===== src/rtl/isa_pkg.sv =====
// Shared ISA constants and fetch-state encoding for the instruction-fetch stage.
// Two-word (I-type) instructions are recognised by their top two opcode bits.
package isa_pkg;

  localparam int          PC_W_DEF  = 32;
  localparam logic [1:0]  ITYPE_OPC = 2'b11;
  localparam logic [15:0] NOP_WORD  = 16'h0000;

  typedef enum logic [2:0] {
    VEC_LO,
    VEC_HI,
    FETCH_W0,
    FETCH_W1,
    INT_SLOT
  } if_state_e;

  function automatic logic is_two_word(input logic [15:0] word);
    return word[15:14] == ITYPE_OPC;
  endfunction

endpackage


===== src/rtl/if_skid_buf.sv =====
// One-entry skid register: catches the memory response that lands while the
// fetch stage is stalled so it can be consumed once the stall releases.
module if_skid_buf #(
  parameter int W = 16
) (
  input  logic         clk,
  input  logic         reset,
  input  logic         clear,
  input  logic         hold,
  input  logic         in_valid,
  input  logic [W-1:0] in_data,
  output logic         out_valid,
  output logic [W-1:0] out_data
);

  // NOTE: state registers use non-blocking assignments so every flop samples pre-edge values.
  always_ff @(posedge clk or negedge reset) begin
    if (!reset) begin
      out_valid <= 1'b0;
      out_data  <= '0;
    end else if (clear || !hold) begin
      out_valid <= 1'b0;
    end else if (in_valid && !out_valid) begin
      out_valid <= 1'b1;
      out_data  <= in_data;
    end
  end

endmodule


===== src/rtl/if_stage.sv =====
// Instruction-fetch stage: pipelined 16-bit word fetch, I-type word merging, INT slots.
// Optional macro RESET_VEC_FETCH_EN loads the start PC from M[1]:M[0] after reset.
module if_stage
  import isa_pkg::*;
#(
  parameter int              PC_W     = PC_W_DEF,
  parameter logic [PC_W-1:0] RESET_PC = '0
) (
  input  logic            clk,
  input  logic            reset,
  output logic [PC_W-1:0] imem_addr,
  output logic            imem_req,
  input  logic [15:0]     imem_rdata,
  input  logic            imem_rvalid,
  input  logic            stall_in,
  input  logic            flush_in,
  input  logic            jmp_taken_in,
  input  logic [PC_W-1:0] jmp_target_in,
  input  logic            int_req_in,
  output logic [PC_W-1:0] PC_out,
  output logic [15:0]     instruction_out,
  output logic [15:0]     Data_out,
  output logic            INT_out,
  output logic            valid_out
);

  localparam int SKID_W = PC_W + 16;
`ifdef RESET_VEC_FETCH_EN
  localparam if_state_e RESET_STATE = VEC_LO;
`else
  localparam if_state_e RESET_STATE = FETCH_W0;
`endif

  if_state_e       state_q, state_d;
  logic [PC_W-1:0] fetch_pc, pc_d, inflight_pc, word_pc;
  logic            inflight, rsp_valid, word_valid, fetch_req;
  logic [15:0]     opc_q, opc_d, word_data;
  logic            int_pending, int_clr, booting, do_jmp, do_flush;
  logic            skid_valid;
  logic [SKID_W-1:0] skid_data;
  logic            slot_valid_d, slot_int_d;
  logic [PC_W-1:0] slot_pc_d;
  logic [15:0]     slot_ins_d, slot_dat_d;
`ifdef RESET_VEC_FETCH_EN
  logic [15:0]     vec_lo_q, vec_lo_d;
`endif

  // Redirects are ignored while the reset vector is still being read.
  assign booting   = (state_q == VEC_LO) || (state_q == VEC_HI);
  assign do_jmp    = jmp_taken_in & ~booting;
  assign do_flush  = flush_in & ~booting;
  assign rsp_valid = imem_rvalid & inflight;
  assign imem_req  = fetch_req & reset;

  if_skid_buf #(.W(SKID_W)) u_skid (
    .clk      (clk),
    .reset    (reset),
    .clear    (do_jmp | do_flush),
    .hold     (stall_in),
    .in_valid (rsp_valid),
    .in_data  ({inflight_pc, imem_rdata}),
    .out_valid(skid_valid),
    .out_data (skid_data)
  );

  // A word parked in the skid register is always older than a live response.
  assign word_valid           = skid_valid | rsp_valid;
  assign {word_pc, word_data} = skid_valid ? skid_data : {inflight_pc, imem_rdata};

  always_comb begin
    imem_addr = fetch_pc;
    case (state_q)
      VEC_LO:  imem_addr = PC_W'(0);
      VEC_HI:  imem_addr = PC_W'(1);
      default: imem_addr = fetch_pc;
    endcase
  end

  always_comb begin
    // NOTE: every signal written here gets a default first, so no latch can be inferred.
    state_d      = state_q;
    pc_d         = fetch_pc;
    opc_d        = opc_q;
    fetch_req    = 1'b0;
    int_clr      = 1'b0;
    slot_valid_d = valid_out;
    slot_int_d   = INT_out;
    slot_pc_d    = PC_out;
    slot_ins_d   = instruction_out;
    slot_dat_d   = Data_out;
`ifdef RESET_VEC_FETCH_EN
    vec_lo_d     = vec_lo_q;
`endif
    if (do_jmp || do_flush || !stall_in) begin
      slot_valid_d = 1'b0;
      slot_int_d   = 1'b0;
      slot_pc_d    = '0;
      slot_ins_d   = NOP_WORD;
      slot_dat_d   = '0;
    end

    if (do_jmp) begin
      pc_d    = jmp_target_in;
      state_d = FETCH_W0;
    end else if (do_flush) begin
      state_d = FETCH_W0;
    end else if (!stall_in) begin
      case (state_q)
        FETCH_W0: begin
          if (int_pending) begin
            // Rewind to the first unconsumed word; it becomes the return address.
            pc_d    = word_valid ? word_pc : fetch_pc;
            state_d = INT_SLOT;
          end else begin
            fetch_req = 1'b1;
            pc_d      = fetch_pc + PC_W'(1);
            if (word_valid) begin
              if (is_two_word(word_data)) begin
                opc_d   = word_data;
                state_d = FETCH_W1;
              end else begin
                slot_valid_d = 1'b1;
                slot_pc_d    = word_pc;
                slot_ins_d   = word_data;
              end
            end
          end
        end
        FETCH_W1: begin
          fetch_req = 1'b1;
          pc_d      = fetch_pc + PC_W'(1);
          if (word_valid) begin
            slot_valid_d = 1'b1;
            slot_pc_d    = word_pc;
            slot_ins_d   = opc_q;
            slot_dat_d   = word_data;
            state_d      = FETCH_W0;
          end
        end
        INT_SLOT: begin
          fetch_req    = 1'b1;
          pc_d         = fetch_pc + PC_W'(1);
          slot_valid_d = 1'b1;
          slot_int_d   = 1'b1;
          slot_pc_d    = fetch_pc;
          int_clr      = 1'b1;
          state_d      = FETCH_W0;
        end
`ifdef RESET_VEC_FETCH_EN
        VEC_LO: begin
          fetch_req = !inflight && !word_valid;
          if (word_valid) begin
            vec_lo_d = word_data;
            state_d  = VEC_HI;
          end
        end
        VEC_HI: begin
          fetch_req = !inflight && !word_valid;
          if (word_valid) begin
            pc_d    = PC_W'({word_data, vec_lo_q});
            state_d = FETCH_W0;
          end
        end
`endif
        default: state_d = FETCH_W0;
      endcase
    end
  end

  always_ff @(posedge clk or negedge reset) begin
    if (!reset) begin
      state_q         <= RESET_STATE;
      fetch_pc        <= RESET_PC;
      inflight        <= 1'b0;
      inflight_pc     <= '0;
      opc_q           <= '0;
      int_pending     <= 1'b0;
      valid_out       <= 1'b0;
      INT_out         <= 1'b0;
      PC_out          <= '0;
      instruction_out <= '0;
      Data_out        <= '0;
    end else begin
      state_q         <= state_d;
      fetch_pc        <= pc_d;
      inflight        <= imem_req;
      inflight_pc     <= imem_addr;
      opc_q           <= opc_d;
      int_pending     <= (int_pending & ~int_clr) | int_req_in;
      valid_out       <= slot_valid_d;
      INT_out         <= slot_int_d;
      PC_out          <= slot_pc_d;
      instruction_out <= slot_ins_d;
      Data_out        <= slot_dat_d;
    end
  end

`ifdef RESET_VEC_FETCH_EN
  always_ff @(posedge clk or negedge reset) begin
    if (!reset) vec_lo_q <= '0;
    else        vec_lo_q <= vec_lo_d;
  end
`endif

endmodule


===== config.mk =====
export PLATFORM = sky130hd
export DESIGN_NAME = if_stage
export DESIGN_NICKNAME = d
export VERILOG_FILES = /design/src/rtl/isa_pkg.sv /design/src/rtl/if_skid_buf.sv /design/src/rtl/if_stage.sv
export SDC_FILE = /design/constraint.sdc
export NUM_CORES = 1
export LEC_CHECK = 0
export CORE_ASPECT_RATIO = 0.8
export CORE_MARGIN = 5
export CORE_UTILIZATION = 38
export DETAILED_ROUTE_END_ITERATION = 16
export MAX_ROUTING_LAYER = met4
export SYNTH_ARGS = -nofsm -noshare
export SYNTH_HDL_FRONTEND = slang
export SYNTH_SLANG_ARGS = --single-unit

===== constraint.sdc =====
create_clock -name clk -period 2.4 [get_ports clk]
set_input_delay 0.36 -clock clk [delete_from_list [all_inputs] [get_ports clk]]
set_output_delay 0.36 -clock clk [all_outputs]
set_load 0.005 [all_outputs]

# --- After elaboration in Yosys (flattened, before gate mapping) ---
# Cells that the tools add are included.
word_totals:
  reg_bits: 200
  wordCells: 121
  input_bits: 55
  output_inout_bits: 99
op_classes:
  n_mux: 65
  n_eq_ne: 12
  add_sub_neg: 1
  reduce_logical: 15
  n_bitwise: 15
ops:
  columns: ["operator", "n"]
  rows:
  - ["$mux 32", 13]
  - ["$mux 16", 14]
  - ["$pmux 32 s2", 2]
  - ["$pmux 32 s3", 1]
  - ["$mux 48", 1]
  - ["$add 32x1->32 const B", 1]
  - ["$pmux 16 s2", 1]
  - ["$mux 1", 23]
  - ["$mux 3", 7]
  - ["$ne 5x5->1 const B", 2]
  - ["$ne 4x4->1 const B", 2]
  - ["$reduce_and 4->1", 2]
  - ["$not 1->1", 7]
  - ["$reduce_and 7->1", 1]
  - ["$eq 3x2->1 const B", 2]
  - ["$pmux 3 s2", 1]
  - ["$and 1x1->1", 5]
  - ["$logic_or 1x1->1", 4]
  - ["$eq 3x1->1 const B", 1]
  - ["$eq 3x3->1 const B", 1]
  - ["$logic_not 3->1", 1]
  - ["$ne 3x1->1 const B", 1]
  - ["$or 1x1->1", 3]
  - ["$pmux 1 s3", 1]
  - ["other kinds (10)", 11]

# --- Depth between registers and ports, before layout ---
# Gate-level depths: netlist of the first run.
depth:
  ltp_word: 14
  ltp_mapped: 9
  mapped_depth_nobuf: 6

# --- By module ---
# From an unflattened synthesis of the first run, not the netlist that was laid out.
hier_totals:
  cells_unflattened: 903
  hier_area_um2: 9616.7
by_module_without_submodules:
  columns: ["mod", "area_each_um2", "cells_per_inst", "instances", "seq_area_each_um2"]
  rows:
  - ["if_stage", 7672.4, 798, 1, 3779.9]
  - ["if_skid_buf", 1944.4, 105, 1, 1226.2]

# --- Worst setup path before layout of the first run ---
# OpenSTA, ideal clock, no wires.
synth_timing:
  path_type: "reg2reg"
  startpoint: "register state_q[1]"
  endpoint: "register u_skid.out_data[28]"
  path_buffers: 4
  slack_ps: 25
  synth_period_minus_slack_ps: 2375
  path_stages_with_launch: 9
  t_required_ps: 2275
  setup_time_ps: 125
  t_arrival_ps: 2250
  path_cell_list: "dfstp_2 -> clkbuf_1 -> o22ai_2 -> and2_1 -> clkbuf_1 -> nand4b_1 -> buf_2 -> buf_2 -> mux2_2"
synth_between:
  elab_chain_cells: 8
  elab_cells_between_ends: 10
  classes_between: "eq/ne: 1; bitwise: 5; reduce/logical: 4"
synth_rtl:
  columns: ["item", "line_no", "text"]
  rows:
  - ["start, declared", "if_stage.sv:34", "if_state_e state_q, state_d;"]
  - ["start signal, assigned", "if_stage.sv:184", "state_q <= state_d;"]
  - ["$eq 3x1->1 or $logic_not 3->1 (tied branches)", "if_stage.sv:49", "assign booting = (state_q == VEC_LO) || (state_q == VEC_HI);"]
  - ["$logic_or 1x1->1 (*)", "if_stage.sv:49", null]
  - ["$not 1->1 (*)", "if_stage.sv:50, if_stage.sv:51", null]
  - ["$and 1x1->1 (on tied branches)", "if_stage.sv:50, if_stage.sv:51", null]
  - ["$or 1x1->1 (*)", "if_stage.sv:58", ".clear (do_jmp | do_flush),"]
  - ["$logic_or 1x1->1 (*)", "if_skid_buf.sv:21", "end else if (clear || !hold) begin"]
  - ["$not 1->1 (no source line) (*)", null, null]
  - ["$reduce_and 2->1 (no source line) (*)", null, null]
  - ["end signal, assigned", "if_skid_buf.sv:25", "out_data <= in_data;"]
  - ["end, declared", "if_skid_buf.sv:13", "output logic [W-1:0] out_data"]
# Every way passes the cells marked *; elsewhere a longest branch is shown, timed or not.
# A chain may end at the register's enable or synchronous reset.

# --- Final worst setup path of the first run ---
layout_timing:
  startpoint: "register state_q[1]"
  endpoint: "output imem_addr[1]"
layout_between:
  elab_chain_cells: 2
  elab_cells_between_ends: 3
  classes_between: "eq/ne: 1; mux: 1; reduce/logical: 1"
layout_rtl:
  columns: ["item", "line_no", "text"]
  rows:
  - ["$eq 3x1->1 or $logic_not 3->1 (tied branches)", "if_stage.sv:72", "case (state_q)"]
  - ["$pmux 32 s2 (*)", "if_stage.sv:72", null]
  - ["end, declared", "if_stage.sv:11", "output logic [PC_W-1:0] imem_addr,"]
# Marked as above.

==> impl_results.md, run 1 <==
- Post-route DRC: 0
- GRT Total Usage: 20.5%
- Clk Latency, worst-skew pair: 0.44 ns
- Max Root-Sink Buffers: 2
- Horiz. Die Dim: 188 µm
- Hold crit path type: in -> async
- Max VDD drop: 0.598 mV
- Kind of critical path: reg -> out
- CTS tree: done
- Reg power frac: 38.7%
- RSZ-0062 raised after global routing: yes
- Sequential-to-total area share from yosys stat: 52.1%
- Slew HR: 41.8%
- Global-route wire length before repair: 45500 µm
- Initial DRC count: 644
- Post-synth EDFFs: 0
- Tmin final: 2.38 ns
- F_max: 421 MHz
- Mean Syn Cell Area: 10.5 µm²
- Final Max Slew Viols: 0
- Die height: 152 µm
- WL per Instance: 19.9 µm
- Reg2reg setup slack: 0.12 ns
- Clock power frac: 25.4%
- Grt ovf: 0
- Worst EP arrival: 2.02 ns
- WHS: 0.0927 ns
- CP Data Required Time: 2.04 ns
- Switching power total: 0.00415 W
- Worst setup path start: state_q[1]
- Predominant post-synthesis flop cell: dfrtp_1
- ANT nets after route: 0
- Gate power share: 36.0%
- Most common cell in the netlist: dfrtp_1
- Internal: 0.00755 W
- Clock transition at path regs: 0.08 ns
- Final worst-path cycle share: 99.0%
- Worst reg2reg path endpoint: fetch_pc[23]
- Asr flop ratio synth: 100%
- DRT Pass-1 Iters: 5
- P per Cell Area: 928 mW/mm²
- Post-Syn Instances: 918
- Setup crit start kind: flop
- Antenna cells: 0
- Die area: 0.0286 mm²
- Routed via count: 7855
- Initial antenna violation count: 0
- Largest net degree at the start of global routing: 149
- Largest area contributor in the netlist: dfrtp_1
- Outcome: completed
- Lkg Pwr: 5.40 nW
- Core area: 0.0251 mm²
- Vias per cell: 5.49
- Worst-path fanout max: 22
- Post-synth top area share: 51.9%
- Final hold vios: 0
- Synth-to-Final Area Change: 31.3%
- Worst Reg-to-Reg Cells: 7
- Final Util: 50.2%
- Clk_skew: 0.0104 ns
- I/O Buffers: 153
- CP Cell Sequence: nor2_4 > buf_12 > nor2b_2 > clkdlybuf4s50_1
- Syn nets: 974
- CP Capture Type: primary output
- Least-Margin Pin Slew: 0.872 ns
- Synth top area cells: dfrtp_1, mux2_2, o21ai_0, nand2_1, mux2i_1
- # rows: 52
- Sw Ratio: 35.5%
- CTS HTree Levels: 4
- RePlAce Congestion: 0.850
- Final net count: 1150
- Syn. warnings: 0
- Maximum Capacitance Violations: 0
- Seq cells post-synth: 200
- CTS Root Cell: clkbuf_16
- Syn Std Cell Area: 0.00960 mm²
- Post-synth top cells: dfrtp_1, nand2_1, o21ai_0
- Total clock sinks: 200
- Drt total wl: 28500 µm
- # IOs: 154
- Reg-to-reg startpoint: state_q[2]
- TritonCTS buffer count: 17
- Number of global-route vias before repair: 7898
- Library cells used by synthesis: 70
- CTS Hold Buffers Added: 0
- Setup violations, final: 0
- Dpl hpwl: 19700 µm
- Crit path max-delay cell type: dfstp_2
- Layout cell share with drive strength beyond 1: 19.0%
- Initial Util: 38.2%
- CP max stage delay: 0.59 ns
==> state kept, by name (all words and copies together) (netlist names) <==
register and cells:
int_pending 1, fetch_pc 32, PC_out 32, inflight 1, u_skid.out_data 48, state_q 3, Data_out 16, inflight_pc 32
valid_out 1, opc_q 16, instruction_out 16, u_skid.out_valid 1, INT_out 1
==> final cells by class <==
cell class | count | area, µm²
fill | 2292 | 12500
sequential | 200 | 5010
multi-input combinational | 642 | 4370
timing repair buffer | 225 | 2190
clock buffer | 19 | 443
tap | 324 | 405
clock inverter | 13 | 158
inverter | 8 | 30.0
==> kinds of logic (layout without fill, tap and decap cells) <==
logic type	Yosys count	count (layout)	share of synthesized area, %
buffers and inverters	76	265	3.21
flip-flops	200	200	52.1
multiplexers	110	110	12.5
XOR/XNOR	9	9	0.821
AO/OA/AOI/OAI	247	247	17.0
AND/OR/NAND/NOR	275	275	14.2
adder cells (fa/ha/maj)	1	1	0.130
==> worst max-delay path by stage <==
stage	endpoint	slack, ns
after floorplan	u_skid.out_data[28]	0.03
after global placement	fetch_pc[30]	0.12
after detailed placement	imem_req	0.1
after CTS	imem_addr[0]	-0.09
after global routing	imem_addr[12]	-0.04
final	imem_addr[1]	0.02
==> routing by layer <==
layer	GRT usage, %	vias to the layer above	share of wire [%]
met3	3.92	20	5.1
met4	4.44	0	1.1
met5	-	-	0
met2	28.8	199	43
met1	30.8	3943	50
li1	-	3693	-
==> worst max-delay path, delay by kind of cell, from the launching register on <==
family	cells	cell delay, ns
and+or+nand+nor	2	0.26
buffers and inverters	2	0.72
DFF	1	0.59
==> timing repair <==
action                     4_1_cts  5_1_grt
setup buffers                    4        0
pin swaps                        1        0
setup endpoints to repair        7       21
gates resized for setup          4       22
==> placed cells by master, fill, tap and decap left out, types with 13 or more instances in the layout <==
| master | n |
|---|---|
| nand3_1 | 22 |
| nor2_1 | 47 |
| dfrtp_1 | 197 |
| a22oi_1 | 37 |
| clkbuf_16 | 17 |
| nor2b_1 | 13 |
| a22o_1 | 15 |
| buf_4 | 63 |
| clkdlybuf4s50_1 | 147 |
| nor2b_2 | 13 |
| o21ai_1 | 16 |
| o21ai_0 | 78 |
| mux2i_1 | 28 |
| mux2_2 | 71 |
| a21oi_1 | 18 |
| nand2_1 | 104 |
==> per-stage QoR <==
stage / total power, W / cell area [µm²] / std cells / worst slack [ns] / TNS (ns)
floorplan: 0.00661 / 9600 / 918 / 0.0254 / 0
global placement: 0.00861 / 11900 / 1395 / 0.121 / 0
detailed placement: 0.00866 / 11900 / 1395 / 0.0990 / 0
CTS: 0.0117 / 12500 / 1431 / -0.0935 / -0.326
global route: 0.0124 / 12600 / 1431 / -0.0358 / -0.169
finish: 0.0117 / 12600 / 1431 / 0.0236 / 0
==> power by group through the flow <==
stage               combinational (W)  sequential [W]  clock, W
finish                        0.00421         0.00452   0.00297
global route                  0.00457         0.00461   0.00318
CTS                           0.00416         0.00451   0.00301
detailed placement            0.00409         0.00457         0
global placement              0.00406         0.00455         0
floorplan                     0.00220         0.00441         0
No activity file was read; power rests on OpenSTA's default activity.
==> inputs of run 2 (changes only) <==
Settings changed: CTS_CLUSTER_SIZE from default to 30, PLACE_DENSITY from default to 0.68.
==> impl_results.md, run 2 (synthesized netlist as in run 1, its figures left out) <==
- Final Max Slew Viols: 0 (unchanged)
- Antenna cells: 0 (unchanged)
- Crit path max-delay cell type: dfstp_2 (unchanged)
- CTS Hold Buffers Added: 0 (unchanged)
- RePlAce Congestion: 0.916 (was 0.850)
- # IOs: 154 (unchanged)
- Worst EP arrival: 2.01 ns (was 2.02 ns)
- Internal: 0.00762 W (was 0.00755 W)
- P per Cell Area: 934 mW/mm² (was 928 mW/mm²)
- WL per Instance: 20.3 µm (was 19.9 µm)
- Met1 usage: 31.2% (was 30.8%)
- Max VDD drop: 0.540 mV (was 0.598 mV)
- Routed via count: 8142 (was 7855)
- Setup crit start kind: flop (unchanged)
- CTS Root Cell: clkbuf_16 (unchanged)
- Max Root-Sink Buffers: 2 (unchanged)
- Largest net degree at the start of global routing: 124 (was 149)
- Tmin final: 2.37 ns (was 2.38 ns)
- Sw Ratio: 36.3% (was 35.5%)
- Dpl hpwl: 19500 µm (was 19700 µm)
- Most common cell after layout, fill and taps aside: dfrtp_1 (unchanged)
- CP max stage delay: 0.57 ns (was 0.59 ns)
- M2 GR Usage: 28.7% (was 28.8%)
- Outcome: completed (unchanged)
- Maximum Capacitance Violations: 0 (unchanged)
- Total clock sinks: 200 (unchanged)
- Final worst-path cycle share: 98.6% (was 99.0%)
- Die height: 152 µm (unchanged)
- Hold crit path type: in -> async (unchanged)
- CTS tree: done (unchanged)
- Met3 Track Usage GR: 3.96% (was 3.92%)
- Final net count: 1157 (was 1150)
- Setup violations, final: 0 (unchanged)
- Filler cells: 2222 (was 2292)
- Core area: 0.0251 mm² (unchanged)
- Final hold vios: 0 (unchanged)
- Clk_skew: 0.0186 ns (was 0.0104 ns)
- ANT nets after route: 0 (unchanged)
- I/O Buffers: 153 (unchanged)
- Initial Util: 38.2% (unchanged)
- Clk Latency, worst-skew pair: 0.45 ns (was 0.44 ns)
- Post-route DRC: 0 (unchanged)
- Final Util: 51.0% (was 50.2%)
- Grt ovf: 0 (unchanged)
- Die area: 0.0286 mm² (unchanged)
- GRT Total Usage: 20.7% (was 20.5%)
- Gate power share: 37.7% (was 36.0%)
- Most frequent cells in the layout: dfrtp_1, clkdlybuf4s50_1, nand2_1 (unchanged)
- TNS Setup: 0 ns (unchanged)
- Drt total wl: 29200 µm (was 28500 µm)
- Synth-to-Final Area Change: 33.3% (was 31.3%)
- Initial DRC count: 818 (was 644)
- Horiz. Die Dim: 188 µm (unchanged)
- Clock transition at path regs: 0.08 ns (about the same)
- Most flops, register: u_skid.out_data (unchanged)
- Vias per cell: 5.66 (was 5.49)
- Layout cell share with drive strength beyond 1: 20.3% (was 19.0%)
- CP Data Required Time: 2.04 ns (about the same)
- RSZ-0062 raised after global routing: yes (unchanged)
- CTS HTree Levels: 4 (unchanged)
- TritonCTS buffer count: 17 (unchanged)
- Clock power frac: 24.7% (was 25.4%)
- Max reg flops: 48 (unchanged)
- Lkg Pwr: 5.53 nW (was 5.40 nW)
- # rows: 52 (unchanged)
- F_max: 422 MHz (was 421 MHz)
- Reg power frac: 37.5% (was 38.7%)
- Initial antenna violation count: 0 (unchanged)
- Number of global-route vias before repair: 8040 (was 7898)
- Kind of critical path: reg -> out (unchanged)
- DRT Pass-1 Iters: 6 (was 5)
- CP Cell Sequence: nor2_4 > buf_12 > nor2b_2 > clkdlybuf4s50_1 (unchanged)
- Top Usage Layer GRT: met1 (unchanged)
- Slew HR: 46.3% (was 41.8%)
- Global-route wire length before repair: 46000 µm (was 45500 µm)
- CP Capture Type: primary output (unchanged)
- Worst-path fanout max: 12 (was 22)
- Switching power total: 0.00434 W (was 0.00415 W)
- Least-Margin Pin Slew: 0.801 ns (was 0.872 ns)
run 2: metrics by stage:
stage               setup slack, ns  power (W)  instance area, µm²  std cells  hold slack (ns)
floorplan                    0.0254    0.00661                9600        918           0.0644
global placement             0.0983    0.00866               11900       1394            0.449
detailed placement           0.0749    0.00871               11900       1394            0.456
CTS                         -0.0384     0.0119               12700       1432           0.0620
global route                -0.0258     0.0126               12800       1438           0.0896
finish                       0.0325     0.0120               12800       1438           0.0527
run 2: power by group through the flow:
| stage | Sequential [W] | Combinational, W | Clock [W] |
|---|---|---|---|
| 6_report | 0.00449 | 0.00451 | 0.00296 |
| 5_1_grt | 0.00457 | 0.00487 | 0.00315 |
| 4_1_cts | 0.00447 | 0.00438 | 0.00301 |
| 3_5_place_dp | 0.00454 | 0.00417 | 0 |
| 3_3_place_gp | 0.00452 | 0.00414 | 0 |
| 2_1_floorplan | 0.00441 | 0.00220 | 0 |
run 2: worst paths after layout:
kind                            start                  end  slack, ns  cells past startpoint
setup / recovery           state_q[1]         imem_addr[7]       0.03                      4
hold / removal                  reset         fetch_pc[15]       0.05                      2
setup reg to reg           state_q[1]         fetch_pc[30]       0.06                      9
hold reg to reg             opc_q[14]            opc_q[14]       0.48                      1
max in group asynchronous       reset  u_skid.out_data[15]       1.78                      2
min in group clk                reset             inflight       0.25                      2
run 2: cell type report:
| cell class | count | area [µm²] | share of cell area, % |
|---|---|---|---|
| Multi-Input combinational cell | 642 | 4410 | 34.5 |
| Tap cell | 324 | 405 | 3.17 |
| Clock inverter | 14 | 176 | 1.38 |
| Clock buffer | 18 | 439 | 3.43 |
| Sequential cell | 200 | 5010 | 39.1 |
| Timing Repair Buffer | 232 | 2330 | 18.2 |
| Inverter | 8 | 30.0 | 0.235 |
run 2: per-layer routing:
metal	part of all wire (%)	vias up	wire (µm)
met5	0	-	0
met4	1.4	0	404
met3	6.8	32	1990
met2	43	325	12600
met1	48	4069	14100
li1	-	3716	-
run 2: critical path: cells and delay by family, from the launching register on:
| family | cells | cell delay (ns) |
|---|---|---|
| DFF | 1 | 0.57 |
| and+or+nand+nor | 2 | 0.28 |
| buffers and inverters | 2 | 0.72 |
run 2: repair_timing:
item,4_1_cts,5_1_grt
setup buffers,5,3
hold endpoints to repair,0,0
gates cloned,1,3
pin swaps,1,3
endpoints found under the setup margin,33,45
gates resized for setup,15,32
==> inputs of run 3 (changes only) <==
Settings changed: CTS_BUF_LIST from default to sky130_fd_sc_hd__clkbuf_4 sky130_fd_sc_hd__clkbuf_8 sky130_fd_sc_hd__clkbuf_16, SETUP_SLACK_MARGIN from default to 0.5.
==> impl_results.md, run 3 (synthesized netlist as in run 1, its figures left out) <==
- Clk Latency, worst-skew pair: 0.46 ns (was 0.45 ns)
- # IOs: 154 (unchanged)
- # rows: 52 (unchanged)
- FF+latch area: 0.00501 mm² (about the same)
- Kind of critical path: reg -> reg (was reg -> out)
- Post-Place Cells: 1398 (was 1394)
- Initial Util: 38.2% (unchanged)
- CP Cell Sequence: buf_6 > or3b_4 > a221oi_4 > buf_12 > buf_8 > nand2_8 > buf_12 > a211oi_4 > a221o_1 (was nor2_4 > buf_12 > nor2b_2 > clkdlybuf4s50_1)
- DRT Pass-1 Iters: 6 (unchanged)
- Final worst-path cycle share: 96.6% (was 98.6%)
- Most frequent cells in the layout: dfrtp_1, clkdlybuf4s50_1, nand2_1 (unchanged)
- Number of global-route vias before repair: 8995 (was 8040)
- Largest net degree at the start of global routing: 142 (was 124)
- Initial DRC count: 882 (was 818)
- Worst EP arrival: 2.69 ns (was 2.01 ns)
- Synth-to-Final Area Change: 59.4% (was 33.3%)
- Horiz. Die Dim: 188 µm (unchanged)
- Vias per cell: 5.90 (was 5.66)
- F_max: 432 MHz (was 422 MHz)
- Buffers & Inverters on Critical Path: 4 (was 2)
- RSZ-0062 raised after global routing: yes (unchanged)
- CTS tree: done (unchanged)
- Worst-path fanout max: 7 (was 12)
- Hold crit path type: in -> async (unchanged)
- CP max stage delay: 0.43 ns (was 0.57 ns)
- Grt ovf: 0 (unchanged)
- RePlAce Congestion: 0.876 (was 0.916)
- Lkg Pwr: 6.68 nW (was 5.53 nW)
- Antenna cells: 0 (unchanged)
- P per Cell Area: 931 mW/mm² (was 934 mW/mm²)
- Crit path max-delay cell type: or3b_4 (was dfstp_2)
- Post-route DRC: 0 (unchanged)
- Drt total wl: 36700 µm (was 29200 µm)
- Met3 Wirelength: 2680 µm (was 1990 µm)
- Placement Setup Slack: 0.0504 ns (was 0.0749 ns)
- Final Max Slew Viols: 0 (unchanged)
- Most flops, register: u_skid.out_data (unchanged)
- CP Capture Type: flop (was primary output)
- Max Root-Sink Buffers: 2 (unchanged)
- Clk_skew: 0.0219 ns (was 0.0186 ns)
- Crit path top cell by count: buf_12
- Tmin final: 2.32 ns (was 2.37 ns)
- Worst setup path start: state_q[1] (unchanged)
- Initial antenna violation count: 0 (unchanged)
- Max VDD drop: 0.655 mV (was 0.540 mV)
- Max reg flops: 48 (unchanged)
- Die height: 152 µm (unchanged)
- TritonCTS buffer count: 17 (unchanged)
- Setup crit start kind: flop (unchanged)
- Worst Setup Slack, final: 0.0827 ns (was 0.0325 ns)
- Outcome: completed (unchanged)
- Global-route wire length before repair: 52900 µm (was 46000 µm)
- Placed cell area: 0.0121 mm² (was 0.0119 mm²)
- Dpl hpwl: 20000 µm (was 19500 µm)
- I/O Buffers: 153 (unchanged)
- GRT Total Usage: 24.1% (was 20.7%)
- Routed via count: 9156 (was 8142)
- Core area: 0.0251 mm² (unchanged)
- Layout cell share with drive strength beyond 1: 41.0% (was 20.3%)
- Wl on met1: 16100 µm (was 14100 µm)
- Final hold vios: 0 (unchanged)
- Fin area: 0.0153 mm² (was 0.0128 mm²)
- Die area: 0.0286 mm² (unchanged)
- CTS Hold Buffers Added: 0 (unchanged)
- Reg-to-reg startpoint: state_q[1] (unchanged)
- CTS HTree Levels: 4 (unchanged)
- Final net count: 1271 (was 1157)
- TNS Setup: 0 ns (unchanged)
- Clock transition at path regs: 0.08 ns (about the same)
- ANT nets after route: 0 (unchanged)
- Setup violations, final: 0 (unchanged)
- WL per Instance: 23.6 µm (was 20.3 µm)
- Least-Margin Pin Slew: 0.813 ns (was 0.801 ns)
- Footprint of the multi-input gates: 0.00551 mm² (was 0.00441 mm²)
- Slew HR: 45.8% (was 46.3%)
- DR WL met2: 16800 µm (was 12600 µm)
- Top sig layer: met4 (unchanged)
- Filler cells: 1891 (was 2222)
- Final Util: 60.9% (was 51.0%)
- Final cell count without fillers: 1552 (was 1438)
- Crit-path leading delay family: compound AO/OA/AOI/OAI gates (was buffers and inverters)
- CTS Root Cell: clkbuf_16 (unchanged)
- Most common cell after layout, fill and taps aside: dfrtp_1 (unchanged)
- Total clock sinks: 200 (unchanged)
- Maximum Capacitance Violations: 0 (unchanged)
- CP Data Required Time: 2.77 ns (was 2.04 ns)
[run 3: per-layer routing]
| layer | GRT usage, % | up-vias |
|---|---|---|
| met5 | - | - |
| met4 | 7.23 | 0 |
| met3 | 5.25 | 88 |
| met2 | 35.4 | 462 |
| met1 | 33.6 | 4650 |
| li1 | - | 3956 |
[run 3: layout make-up]
class | count | area share [%]
Sequential cell | 200 | 32.7
Timing Repair Buffer | 342 | 24.3
Clock buffer | 17 | 2.78
Tap cell | 324 | 2.65
Clock inverter | 15 | 1.33
Multi-Input combinational cell | 646 | 36.0
Inverter | 8 | 0.196
[run 3: worst register-to-register path, delay by kind of cell, from the launching register on]
family | cells | cell delay, ns
buffers and inverters | 4 | 0.59
AOI/OAI and AO/OA | 3 | 0.77
DFF | 1 | 0.39
and+or+nand+nor | 2 | 0.52
[run 3: final timing paths]
| kind | end | slack, ns | cells after the start |
|---|---|---|---|
| max in group asynchronous | state_q[2] | 1.65 | 2 |
| worst min-delay path | fetch_pc[5] | 0.11 | 2 |
| worst max register to register | fetch_pc[24] | 0.08 | 9 |
| worst max-delay path | fetch_pc[24] | 0.08 | 9 |
| min in group clk | inflight | 0.39 | 3 |
| worst min register to register | Data_out[4] | 0.49 | 2 |
[run 3: timing repair]
item | in CTS | in global routing
resized for setup | 369 | 158
pin swaps | 70 | 90
buffers inserted | 67 | 34
setup endpoints to repair | 169 | 194
gates cloned | 16 | 5
endpoints found under the hold margin | 0 | 0
[run 3: metrics by stage]
| stage | hold WS (ns) | power [W] |
|---|---|---|
| after global placement | 0.451 | 0.00873 |
| after floorplan | 0.0644 | 0.00685 |
| after detailed placement | 0.457 | 0.00882 |
| final | 0.109 | 0.0142 |
| after CTS | 0.161 | 0.0132 |
| after global routing | 0.171 | 0.0148 |
[run 3: power breakdown]
part           leakage (nW)  internal [W]  switching (W)
clock network         0.307       0.00161        0.00149
registers              2.64       0.00398       0.000652
logic                  3.73       0.00333        0.00318
